File: src/rtl/prio_enc_seg_ctrl.sv
// Debounced, registered priority encoder with live/hold capture, an 8-bit change counter
// and three active-low seven-segment digits (code on HEX0, count on HEX2:HEX1).
module prio_enc_seg_ctrl #(
    parameter  int N_IN       = 16,
    parameter  int STABLE_CYC = 4,
    localparam int W_OUT      = $clog2(N_IN)
) (
    input  logic              i_clk,
    input  logic              i_rst,
    input  logic [N_IN-1:0]   i_sw,
    input  logic              i_en,
    input  logic              i_mode,
    input  logic              i_clr,
    output logic [W_OUT-1:0]  o_code,
    output logic              o_valid,
    output logic              o_held,
    output logic [6:0]        o_hex0,
    output logic [6:0]        o_hex1,
    output logic [6:0]        o_hex2
);

    localparam int               CNT_W    = (STABLE_CYC > 1) ? $clog2(STABLE_CYC) : 1;
    localparam logic [CNT_W-1:0] CNT_LAST = CNT_W'(STABLE_CYC - 1);

    typedef enum logic [1:0] {
        ST_LIVE  = 2'd0,
        ST_ARMED = 2'd1,
        ST_HELD  = 2'd2
    } state_t;

    logic [N_IN-1:0]  r_sample;
    logic [CNT_W-1:0] r_dbCnt;
    logic [N_IN-1:0]  r_accepted;

    state_t           r_state;
    logic [W_OUT-1:0] r_code;
    logic             r_valid;
    logic             r_held;
    logic [7:0]       r_count;

    logic [W_OUT-1:0] w_encIndex;
    logic [W_OUT-1:0] w_encCode;
    logic             w_encValid;
    logic             w_countInc;
    logic [3:0]       w_codeNibble;

    // Any change on the switches restarts the stability window.
    always_ff @(posedge i_clk) begin
        if (i_rst) begin
            r_sample   <= '0;
            r_dbCnt    <= '0;
            r_accepted <= '0;
        end else if (i_sw != r_sample) begin
            r_sample <= i_sw;
            r_dbCnt  <= '0;
        end else if (r_dbCnt == CNT_LAST) begin
            r_accepted <= r_sample;
        end else begin
            r_dbCnt <= r_dbCnt + CNT_W'(1);
        end
    end

    always_comb begin
        w_encIndex = '0;
        for (int i = 0; i < N_IN; i++) begin
            if (r_accepted[i]) begin
                w_encIndex = W_OUT'(i);
            end
        end
    end

    assign w_encValid = i_en && (r_accepted != '0);
    assign w_encCode  = w_encValid ? w_encIndex : '0;

    // A fresh code is counted only while the outputs are not frozen.
    assign w_countInc = (r_state != ST_HELD) && w_encValid &&
                        (!r_valid || (w_encCode != r_code));

    always_ff @(posedge i_clk) begin
        if (i_rst) begin
            r_state <= ST_LIVE;
            r_code  <= '0;
            r_valid <= 1'b0;
            r_held  <= 1'b0;
            r_count <= 8'd0;
        end else begin
            if (i_clr) begin
                r_count <= 8'd0;
            end else if (w_countInc) begin
                r_count <= r_count + 8'd1;
            end

            if (!i_mode) begin
                r_state <= ST_LIVE;
                r_held  <= 1'b0;
                r_code  <= w_encCode;
                r_valid <= w_encValid;
            end else begin
                case (r_state)
                    ST_LIVE: begin
                        r_state <= ST_ARMED;
                        r_code  <= w_encCode;
                        r_valid <= w_encValid;
                    end
                    ST_ARMED: begin
                        r_code  <= w_encCode;
                        r_valid <= w_encValid;
                        if (w_encValid) begin
                            r_state <= ST_HELD;
                            r_held  <= 1'b1;
                        end
                    end
                    ST_HELD: begin
                        if (i_clr) begin
                            r_state <= ST_ARMED;
                            r_held  <= 1'b0;
                        end
                    end
                    default: begin
                        r_state <= ST_LIVE;
                        r_held  <= 1'b0;
                    end
                endcase
            end
        end
    end

    function automatic logic [6:0] segDecode(input logic [3:0] value);
        logic [6:0] seg;
        case (value)
            4'h0:    seg = 7'h40;
            4'h1:    seg = 7'h79;
            4'h2:    seg = 7'h24;
            4'h3:    seg = 7'h30;
            4'h4:    seg = 7'h19;
            4'h5:    seg = 7'h12;
            4'h6:    seg = 7'h02;
            4'h7:    seg = 7'h78;
            4'h8:    seg = 7'h00;
            4'h9:    seg = 7'h10;
            4'hA:    seg = 7'h08;
            4'hB:    seg = 7'h03;
            4'hC:    seg = 7'h46;
            4'hD:    seg = 7'h21;
            4'hE:    seg = 7'h06;
            default: seg = 7'h0E;
        endcase
        return seg;
    endfunction

    assign w_codeNibble = 4'(r_code);

    assign o_code  = r_code;
    assign o_valid = r_valid;
    assign o_held  = r_held;
    assign o_hex0  = r_valid ? segDecode(w_codeNibble) : 7'h7F;
    assign o_hex1  = segDecode(r_count[3:0]);
    assign o_hex2  = segDecode(r_count[7:4]);

endmodule
File: config.mk
export PLATFORM = sky130hd
export DESIGN_NAME = prio_enc_seg_ctrl
export DESIGN_NICKNAME = d
export VERILOG_FILES = /design/src/rtl/prio_enc_seg_ctrl.sv
export SDC_FILE = /design/constraint.sdc
export NUM_CORES = 1
export LEC_CHECK = 0
export ABC_AREA = 1
export ABC_CLOCK_PERIOD_IN_PS = 2500
export CAP_MARGIN = 20
export CORE_UTILIZATION = 50
export CTS_CLUSTER_SIZE = 14
export DETAILED_ROUTE_END_ITERATION = 10
export GPL_ROUTABILITY_DRIVEN = 0
export GPL_TIMING_DRIVEN = 0
export PLACE_DENSITY_LB_ADDON = 0.3
export SETUP_SLACK_MARGIN = 0.2
export SKIP_CTS_REPAIR_TIMING = 1
export SLEW_MARGIN = 30
export SYNTH_ARGS = -nofsm -noshare
export SYNTH_HDL_FRONTEND = slang
export SYNTH_SLANG_ARGS = --single-unit
File: constraint.sdc
create_clock -name i_clk -period 2.5 [get_ports i_clk]
set_input_delay 0.375 -clock i_clk [delete_from_list [all_inputs] [get_ports i_clk]]
set_output_delay 0.375 -clock i_clk [all_outputs]
set_load 0.05 [all_outputs]
* Word level (Yosys, flattened, before mapping)
Memories as Yosys holds them, arrays and structs flattened. A register that Yosys moved wholly into a read port is not among the register bits. Index checks and enable logic that the tools add are counted.
Operators by class: add/subtract/negate cells 2, equality and inequality tests 9, mux-type cells 33, bitwise logic cells 3, reductions and logical operators 14
Operator list (number):
- $mux W4 | 23
- $ne A16 B16 Y1 | 1
- $reduce_bool A16 Y1 | 1
- $add A8 B1 Y8 const B | 1
- $ne A2 B2 Y1 const B | 4
- $reduce_or A2 Y1 | 4
- $mux W7 | 1
- $pmux W2 S3 | 1
- $mux W1 | 5
- $eq A2 B2 Y1 const B | 2
- $mux W2 | 2
- $ne A4 B4 Y1 | 1
- $reduce_and A2 Y1 | 2
- $logic_and A1 B1 Y1 | 3
- $not A1 Y1 | 3
- $pmux W1 S3 | 1
- $reduce_and A3 Y1 | 1
- $add A2 B1 Y2 const B | 1
- $eq A2 B1 Y1 const B | 1
- $logic_not A2 Y1 | 1
- $logic_not A1 Y1 | 1
- $logic_or A1 B1 Y1 | 1
Storage, ports and cells: flip-flop bits (word level) 50, ROM bits 336, input port bits 21, output and inout bits 27, logic and storage cells 72, memories 3
Memories:
- (no name shown) | depth 16, width 7, rd ports 1, clocked after memory_dff 1, write ports 0, line 130 | case (value)
- (no name shown) | depth 16, width 7, rd ports 1, clocked after memory_dff 1, write ports 0, line 130
- (no name shown) | depth 16, width 7, rd ports 1, clocked after memory_dff 1, write ports 0, line 130

* Logic depth before layout (Yosys ltp)
Gate-level depths: netlist of the first run.
depth after elaboration 21, mapped depth 30, mapped depth without buffers 30

* Least setup slack after synthesis of the first run
OpenSTA, ideal clock, no wires.
path kind reg-to-reg, start point register r_accepted[10], end point register o_hex2[3] (netlist name), data arrival time 2.503 ns, data required time 2.387 ns, slack -0.116 ns, stages on the path, launching flop included 24, buffers on the path 0, period minus slack after synthesis 2.616 ns, path through dfxtp_1 > nor2_2 > nand2_2 > nor2_4 > nand3b_2 > nand2_4 > inv_4 > nand2_4 > o21ai_2 > a21oi_2 > nand3_1 > nor2_2 > nand3_4 > nand2_2 > nand2_1 > nand2_1 > inv_1 > nor2_1 > inv_1 > ha_1 > inv_1 > nand4_1 > nand3_1 > nand2_1
Between the ends: cells in the longest elaborated chain, start to end 12, elaborated cells between the ends (all ways) 15, those cells by class eq/ne: 1; mux: 9; reduce/logical: 5
RTL lines:
- start, declared | line 33 | logic [N_IN-1:0] r_accepted;
- start signal, assigned | line 57 | r_accepted <= r_sample;
- $mux W4 (6 in series) | line 66 | if (r_accepted[i]) begin
- $mux W4 | line 73 | assign w_encCode = w_encValid ? w_encIndex : '0;
- $ne A4 B4 Y1 | line 77 | (!r_valid || (w_encCode != r_code));
- $logic_or A1 B1 Y1 | line 77
- $logic_and A1 B1 Y1 (*) | line 76 | assign w_countInc = (r_state != ST_HELD) && w_encValid &&
- $mux W4 (no source line) (*) (2 in series)
Every way passes the cells marked *; elsewhere a longest branch is shown, timed or not. A chain may end at the register's enable or synchronous reset.

* Worst setup path after layout of the first run
start point register r_accepted[11], end point register o_hex1[3] (netlist name)
Between the ends: cells in the longest elaborated chain, start to end 11, elaborated cells between the ends (all ways) 14, those cells by class eq/ne: 1; mux: 8; reduce/logical: 5
RTL lines (line):
- $mux W4 (5 in series) | 66
- $mux W4 | 73
- $ne A4 B4 Y1 | 77
- $logic_or A1 B1 Y1 | 77
- $logic_and A1 B1 Y1 (*) | 76
- $mux W4 (no source line) (*) (2 in series)
Marked as above.

==> results.txt, run 1 <==
Outcome: complete, but fails checks
Violated checks: negative setup slack
Final wirelength: 9510 µm
F_max: 354 MHz
WP data arrival: 3.07 ns
Final setup viols: 14
First DRT Iteration DRCs: 148
Worst R2R Path Depth: 21
GRT Resource Usage Total: 0.212
Syn_area_per_cell: 7.31 µm²
Largest net degree at the start of global routing: 13
Via Count: 3573
Post-synth EDFFs: 0
Power density cells: 448 nW/µm²
Clock tree from TritonCTS: yes
CORE AREA: 6940 µm²
CTS Sinks: 71
XOR/XNOR share of the synthesized area: 0.0404
Grt ovf: 0
First-pass GRT wire length: 12900 µm
Unrepaired setup endpoints after global routing: yes
Hold_sp: r_accepted[2]
Drt pass-1 iters: 5
Dpl cell area: 4350 µm²
Post-synth cell types: 37
Met2 wire length: 4720 µm
Dpl ws: -0.466 ns
Multi-input logic area: 2310 µm²
Antenna Nets Post-Route: 0
DR top layer: met4
Post-route setup slack: -0.324 ns
Most common cell in the netlist: nand2_1
Clock Root Buffer: clkbuf_8
Row Count: 30
Yosys warns: 0
Buffers on Ports: 46
Most used cell, CP: nand2_4
Avg Vias per Cell: 5.17
Critical path's largest stage delay: 0.34 ns
Initial antenna violation count: 0
Syn Inst Count: 504
HPWL Detailed: 5520 µm
Adder-Cell Fraction of Synth Area: 0.0679
Layout Nets: 631
Post-route cell area: 5180 µm²
Dpl cells: 646
Synth Area in Compound Gates: 0.0995
CP Launch Type: flop
Ant. Diodes: 0
Hold path endpoint: r_accepted[2]
Max-Cap Viols: 0
Worst Hold Depth: 2
Fillers: 459
Cell Count, Final, Fillers Out: 691
Cts bufs inserted: 9
Max-slew violations: 0
Sequential-to-total area share from yosys stat: 0.386
Worst skew pair latency: 0.35 ns
Post-synth top cells: nand2_1, inv_1, dfxtp_1
Post-synth top area cell: dfxtp_1
Crit Path Category: flop to flop
Largest family of logic cells by synthesized area: simple AND/OR/NAND/NOR gates
Maximum vdd drop: 0.303 mV
Register bit total from synthesis: 71
Initial core utilization: 0.531
Rel. slew slack: 0.566
Vias in the first global route: 3043
CP required: 2.74 ns
Worst Tran Pin Value: 0.652 ns
Area Overhead vs Synth: 40.6%
Clock Pin Slew Worst Setup and Hold Paths: 0.08 ns
Crit path time final: 2.82 ns
Die Ht: 87.8 µm
Worst min path class: flop to flop
Crit. End Element: flop
Crit path launch: r_accepted[11]
R2R Setup Slk: -0.32 ns
Mux cell area share after synthesis: 0.00272
P_leak: 0.00233 µW
Routed wire length per instance: 13.8 µm
Share of the synthesized area in the top cell type: 0.386
FF-to-FF End: o_hex1[3]
Crit share post-route: 1.13
Crit Path Max Fanout: 7
Predominant post-synthesis flop cell: dfxtp_1
I/O pin count: 48
Simple-gate share of the synthesized area: 0.305
DRC Markers: 0
Clock Path Buffers: 2
WL met1: 3900 µm
Synth Cell Area: 3680 µm²
FF/Latch Area: 1430 µm²
Syn nets: 545
Die W: 87.8 µm
Die area: 7720 µm²
Top cells by area, synth: dfxtp_1, nand2_1, inv_1
Layout Skew: 0.00904 ns
CP cell instances: nor2_4 > nand2_2 > nor2_4 > nand3b_4 > nand2_4 > inv_4 > nand2_4 > o21ai_2 > a21oi_2 > nand3_1 > nor2_2 > nand3_4 > buf_8 > buf_6 > nand3_2 > nand2_2 > nand2_4 > ha_4 > nand3b_1 > nand3_1 > nand2_1
Core Util, Final: 0.746
Max H-tree Level: 3
Final hold violation count: 0
Met3 routed WL: 523 µm
Async S/R FF share, synth: 0
Worst reg2reg path startpoint: r_accepted[11]
Share of layout cells above drive strength 1: 0.262
CP max stage cell: dfxtp_1
final cells by class:
type | instances | area share
Tap cell | 96 | 0.0232
Clock buffer | 11 | 0.0273
Multi-Input combinational cell | 340 | 0.445
Timing Repair Buffer | 74 | 0.136
Clock inverter | 5 | 0.0157
Buffer | 11 | 0.0116
Inverter | 83 | 0.0645
Sequential cell | 71 | 0.276
cells by family (layout without fill, tap and decap cells):
group / Yosys count / after routing
AND/OR/NAND/NOR: 237 / 238
adder cells (fa/ha/maj): 20 / 20
flip-flops: 71 / 71
buffers and inverters: 94 / 184
XOR/XNOR: 17 / 17
multiplexers: 1 / 1
AO/OA/AOI/OAI: 64 / 64
layer usage:
layer / GRT usage / vias up
met5: 0 / -
met4: 0.0805 / 0
met3: 0.0434 / 40
met2: 0.374 / 148
met1: 0.253 / 1624
li1: - / 1761
worst max path at each step:
stage                end  slack, ns  depth (start not counted)
6_report       o_hex1[3]      -0.32                         21
5_1_grt        o_hex2[3]      -0.48                         29
4_1_cts        o_hex2[3]      -0.32                         21
3_5_place_dp   o_hex2[3]      -0.47                         17
3_3_place_gp   o_hex2[3]      -0.44                         17
2_1_floorplan  o_hex2[3]      -0.01                         23
worst max-delay path, delay by kind of cell (launching register included):
| kind | cells | cell delay (ns) |
|---|---|---|
| DFF | 1 | 0.34 |
| adders and majority gates | 1 | 0.22 |
| AOI/OAI and AO/OA | 2 | 0.16 |
| and+or+nand+nor | 15 | 1.66 |
| buffers and inverters | 3 | 0.33 |
through the flow:
stage                     hold slack, ns  total power, µW  setup TNS (ns)
after floorplan                    0.444             1240         -0.0200
after global placement             0.461             1290           -8.36
after detailed placement           0.465             1290           -9.99
after CTS                          0.477             2310           -3.32
after global routing               0.493             2390           -5.70
final                              0.470             2320           -3.05
power breakdown:
part           internal, µW  switching (µW)  total [µW]
Combinational          57.2            63.0         120
Clock                   590             454        1040
Sequential             1140            11.0        1150
Total                  1790             528        2320
sequential cells by signal (all words and copies together) (netlist names), named ones only:
register and flops:
r_accepted 16, r_sample 16, r_dbCnt 2, r_count 8, o_held 1, o_hex1 7, o_code 4, o_hex2 7
o_valid 1, r_state 2
cell usage in the layout, fill, tap and decap left out, types with 2 or more instances in the layout:
cell / count
nand2_2: 20
a21oi_1: 26
clkbuf_2: 2
dfxtp_1: 67
nand4_1: 5
xnor2_1: 9
o21ai_2: 3
buf_6: 5
nor2_2: 5
nor3_1: 5
buf_4: 22
nor2_4: 5
inv_4: 9
nand2_4: 9
nand2_1: 103
inv_1: 64
nand3b_1: 2
xor2_1: 8
nand3_1: 28
nor3b_1: 2
nand3_2: 10
dfxtp_2: 3
nor2_1: 31
ha_4: 11
clkbuf_1: 7
o21ai_0: 21
or2_2: 2
clkdlybuf4s50_1: 46
ha_2: 3
inv_2: 9
nand3_4: 8
bufinv_16: 2
ha_1: 6
clkbuf_8: 10
o21ai_1: 5
a21oi_4: 3
Note: power is estimated with default switching activity, not from simulation.
==> run 2: changes to the inputs <==
- ABC_AREA: 1 -> unset
- CORE_UTILIZATION: 50 -> 49
==> run 2 against run 1 <==
Compared with the run above:
- the flow still finishes with violations (negative setup slack)
- sequential power is essentially flat
- worst setup slack worse by 0.57 ns
- sequential cell count stayed put
- critical endpoint is now o_hex2[4]
- largest cell class unchanged
==> results.txt, run 2 <==
Row Count: 30
Crit Path Category: flop to flop
Worst skew pair latency: 0.36 ns
Register bit total from synthesis: 71
Most used cell, CP: a21oi_4
Dpl cell area: 4180 µm²
CP Launch Type: flop
Outcome: complete, but fails checks
Routed wire length per instance: 13.4 µm
Final hold violation count: 0
F_max: 294 MHz
Clock tree from TritonCTS: yes
Clock Path Buffers: 2
Share of layout cells above drive strength 1: 0.206
First DRT Iteration DRCs: 94
Layout Skew: 0.0131 ns
Drt pass-1 iters: 5
Clock Root Buffer: clkbuf_8
Critical path's largest stage delay: 0.57 ns
WHS: 0.412 ns
Crit. End Element: flop
Max-Cap Viols: 0
Final setup viols: 25
Ant. Diodes: 0
Sequential-to-total area share from yosys stat: 0.409
Most common cell in the netlist: dfxtp_1
Vias in the first global route: 2588
Fillers: 547
GRT Resource Usage Total: 0.197
Antenna Nets Post-Route: 0
First-pass GRT wire length: 11500 µm
Post-route cell area: 4640 µm²
Final wirelength: 7290 µm
Post-route setup slack: -0.898 ns
Share of the synthesized area in the top cell type: 0.409
Syn nets: 411
Violated checks: negative setup slack
Post-synth top cells: dfxtp_1, nor2_1, mux2i_1
Power density cells: 452 nW/µm²
Crit share post-route: 1.36
Async S/R FF share, synth: 0
Initial antenna violation count: 0
Die Ht: 86.2 µm
Buffers on Ports: 46
Initial core utilization: 0.509
FF/Latch Area: 1430 µm²
Max H-tree Level: 3
Cell Count, Final, Fillers Out: 543
Maximum vdd drop: 0.403 mV
Predominant post-synthesis flop cell: dfxtp_1
Yosys warns: 0
I/O pin count: 48
CP max stage cell: or4_4
CP cell instances: or4_4 > o41ai_4 > buf_4 > or3_1 > a21oi_4 > a21oi_4 > and3_4 > xor2_4 > nand2_2 > ha_4 > nor2_2 > a211oi_2 > nand3_1 > o311ai_2 > o22ai_1
WP data arrival: 3.68 ns
HPWL Detailed: 5130 µm
Largest registers: r_accepted x16, r_sample x16, r_count x8
Top cells by area, synth: dfxtp_1, mux2i_1, ha_1
Synth Cell Area: 3480 µm²
Via Count: 2920
Worst min path class: input pin to flop
Grt ovf: 0
CTS Sinks: 71
Clock Pin Slew Worst Setup and Hold Paths: 0.09 ns
Area Overhead vs Synth: 33.4%
Crit Path Max Fanout: 5
Cts bufs inserted: 9
Dpl cells: 512
Commonest non-fill, non-tap cell in the layout: dfxtp_1
Largest net degree at the start of global routing: 15
Post-synth top area cell: dfxtp_1
Unrepaired setup endpoints after global routing: yes
Die area: 7440 µm²
Power, Total: 2100 µW
Die W: 86.2 µm
Multi-input logic area: 2220 µm²
Most frequent cells in the layout: dfxtp_1, clkdlybuf4s50_1, nor2_1, mux2i_1, nor2b_1
Crit path time final: 3.40 ns
CP required: 2.78 ns
Rel. slew slack: 0.478
CORE AREA: 6830 µm²
Syn_area_per_cell: 9.40 µm²
Worst Tran Pin Value: 0.778 ns
DRC Markers: 0
Syn Inst Count: 370
Avg Vias per Cell: 5.38
Post-synth EDFFs: 0
Post-synth cell types: 52
P_leak: 0.00177 µW
Max-slew violations: 0
Layout Nets: 483
## run 2: layer usage
metal / track usage / share of wire / vias to the layer above
met5: 0 / 0 / -
met1: 0.253 / 0.45 / 1381
met3: 0.0476 / 0.043 / 18
li1: - / - / 1440
met4: 0.0970 / 0.019 / 0
met2: 0.311 / 0.49 / 81
## run 2: power by group
part           internal [µW]  total (µW)  switching (µW)
Clock                    369         836             466
Sequential              1140        1160            10.9
Combinational           56.8         106            49.0
Total                   1570        2100             526
## run 2: kinds of logic (layout without fill, tap and decap cells)
logic type,count (synthesis),in the layout,share of synthesized area
AO/OA/AOI/OAI,61,61,0.126
multiplexers,31,31,0.101
AND/OR/NAND/NOR,136,136,0.202
adder cells (fa/ha/maj),20,20,0.0720
XOR/XNOR,24,24,0.0605
buffers and inverters,27,104,0.0302
flip-flops,71,71,0.409
## run 2: worst paths after layout
kind,from,end,slack (ns),cells past startpoint
max,r_accepted[15],o_hex2[4],-0.90,15
min,i_mode,o_valid,0.41,3
max reg2reg,r_accepted[15],o_hex2[4],-0.90,15
min reg2reg,o_held,o_held,0.47,2
## run 2: metrics by stage
stage	setup slack, ns	util	TNS, ns
6_report	-0.898	0.679	-11.22
5_1_grt	-1.03	0.679	-14.15
4_1_cts	-0.935	0.639	-11.68
3_5_place_dp	-0.911	0.612	-13.33
3_3_place_gp	-0.865	0.612	-13.09
2_1_floorplan	-0.591	-	-6.24
## run 2: cell type report
| cell class | instances | area share |
|---|---|---|
| multi-input cells | 272 | 0.479 |
| flip-flops and latches | 71 | 0.307 |
| repair buffers | 61 | 0.126 |
| clock buffers | 9 | 0.0267 |
| well taps | 96 | 0.0259 |
| inverters | 17 | 0.0138 |
| clock inverters | 7 | 0.0119 |
| plain buffers | 10 | 0.00917 |
## run 2: worst max-delay path, delay by kind of cell (launching register included)
family / cells / cell delay, ns
and+or+nand+nor: 6 / 1.25
DFF: 1 / 0.35
buffers and inverters: 1 / 0.18
AOI/OAI and AO/OA: 6 / 1.16
xor gates and xnor gates: 1 / 0.18
adders and majority gates: 1 / 0.20
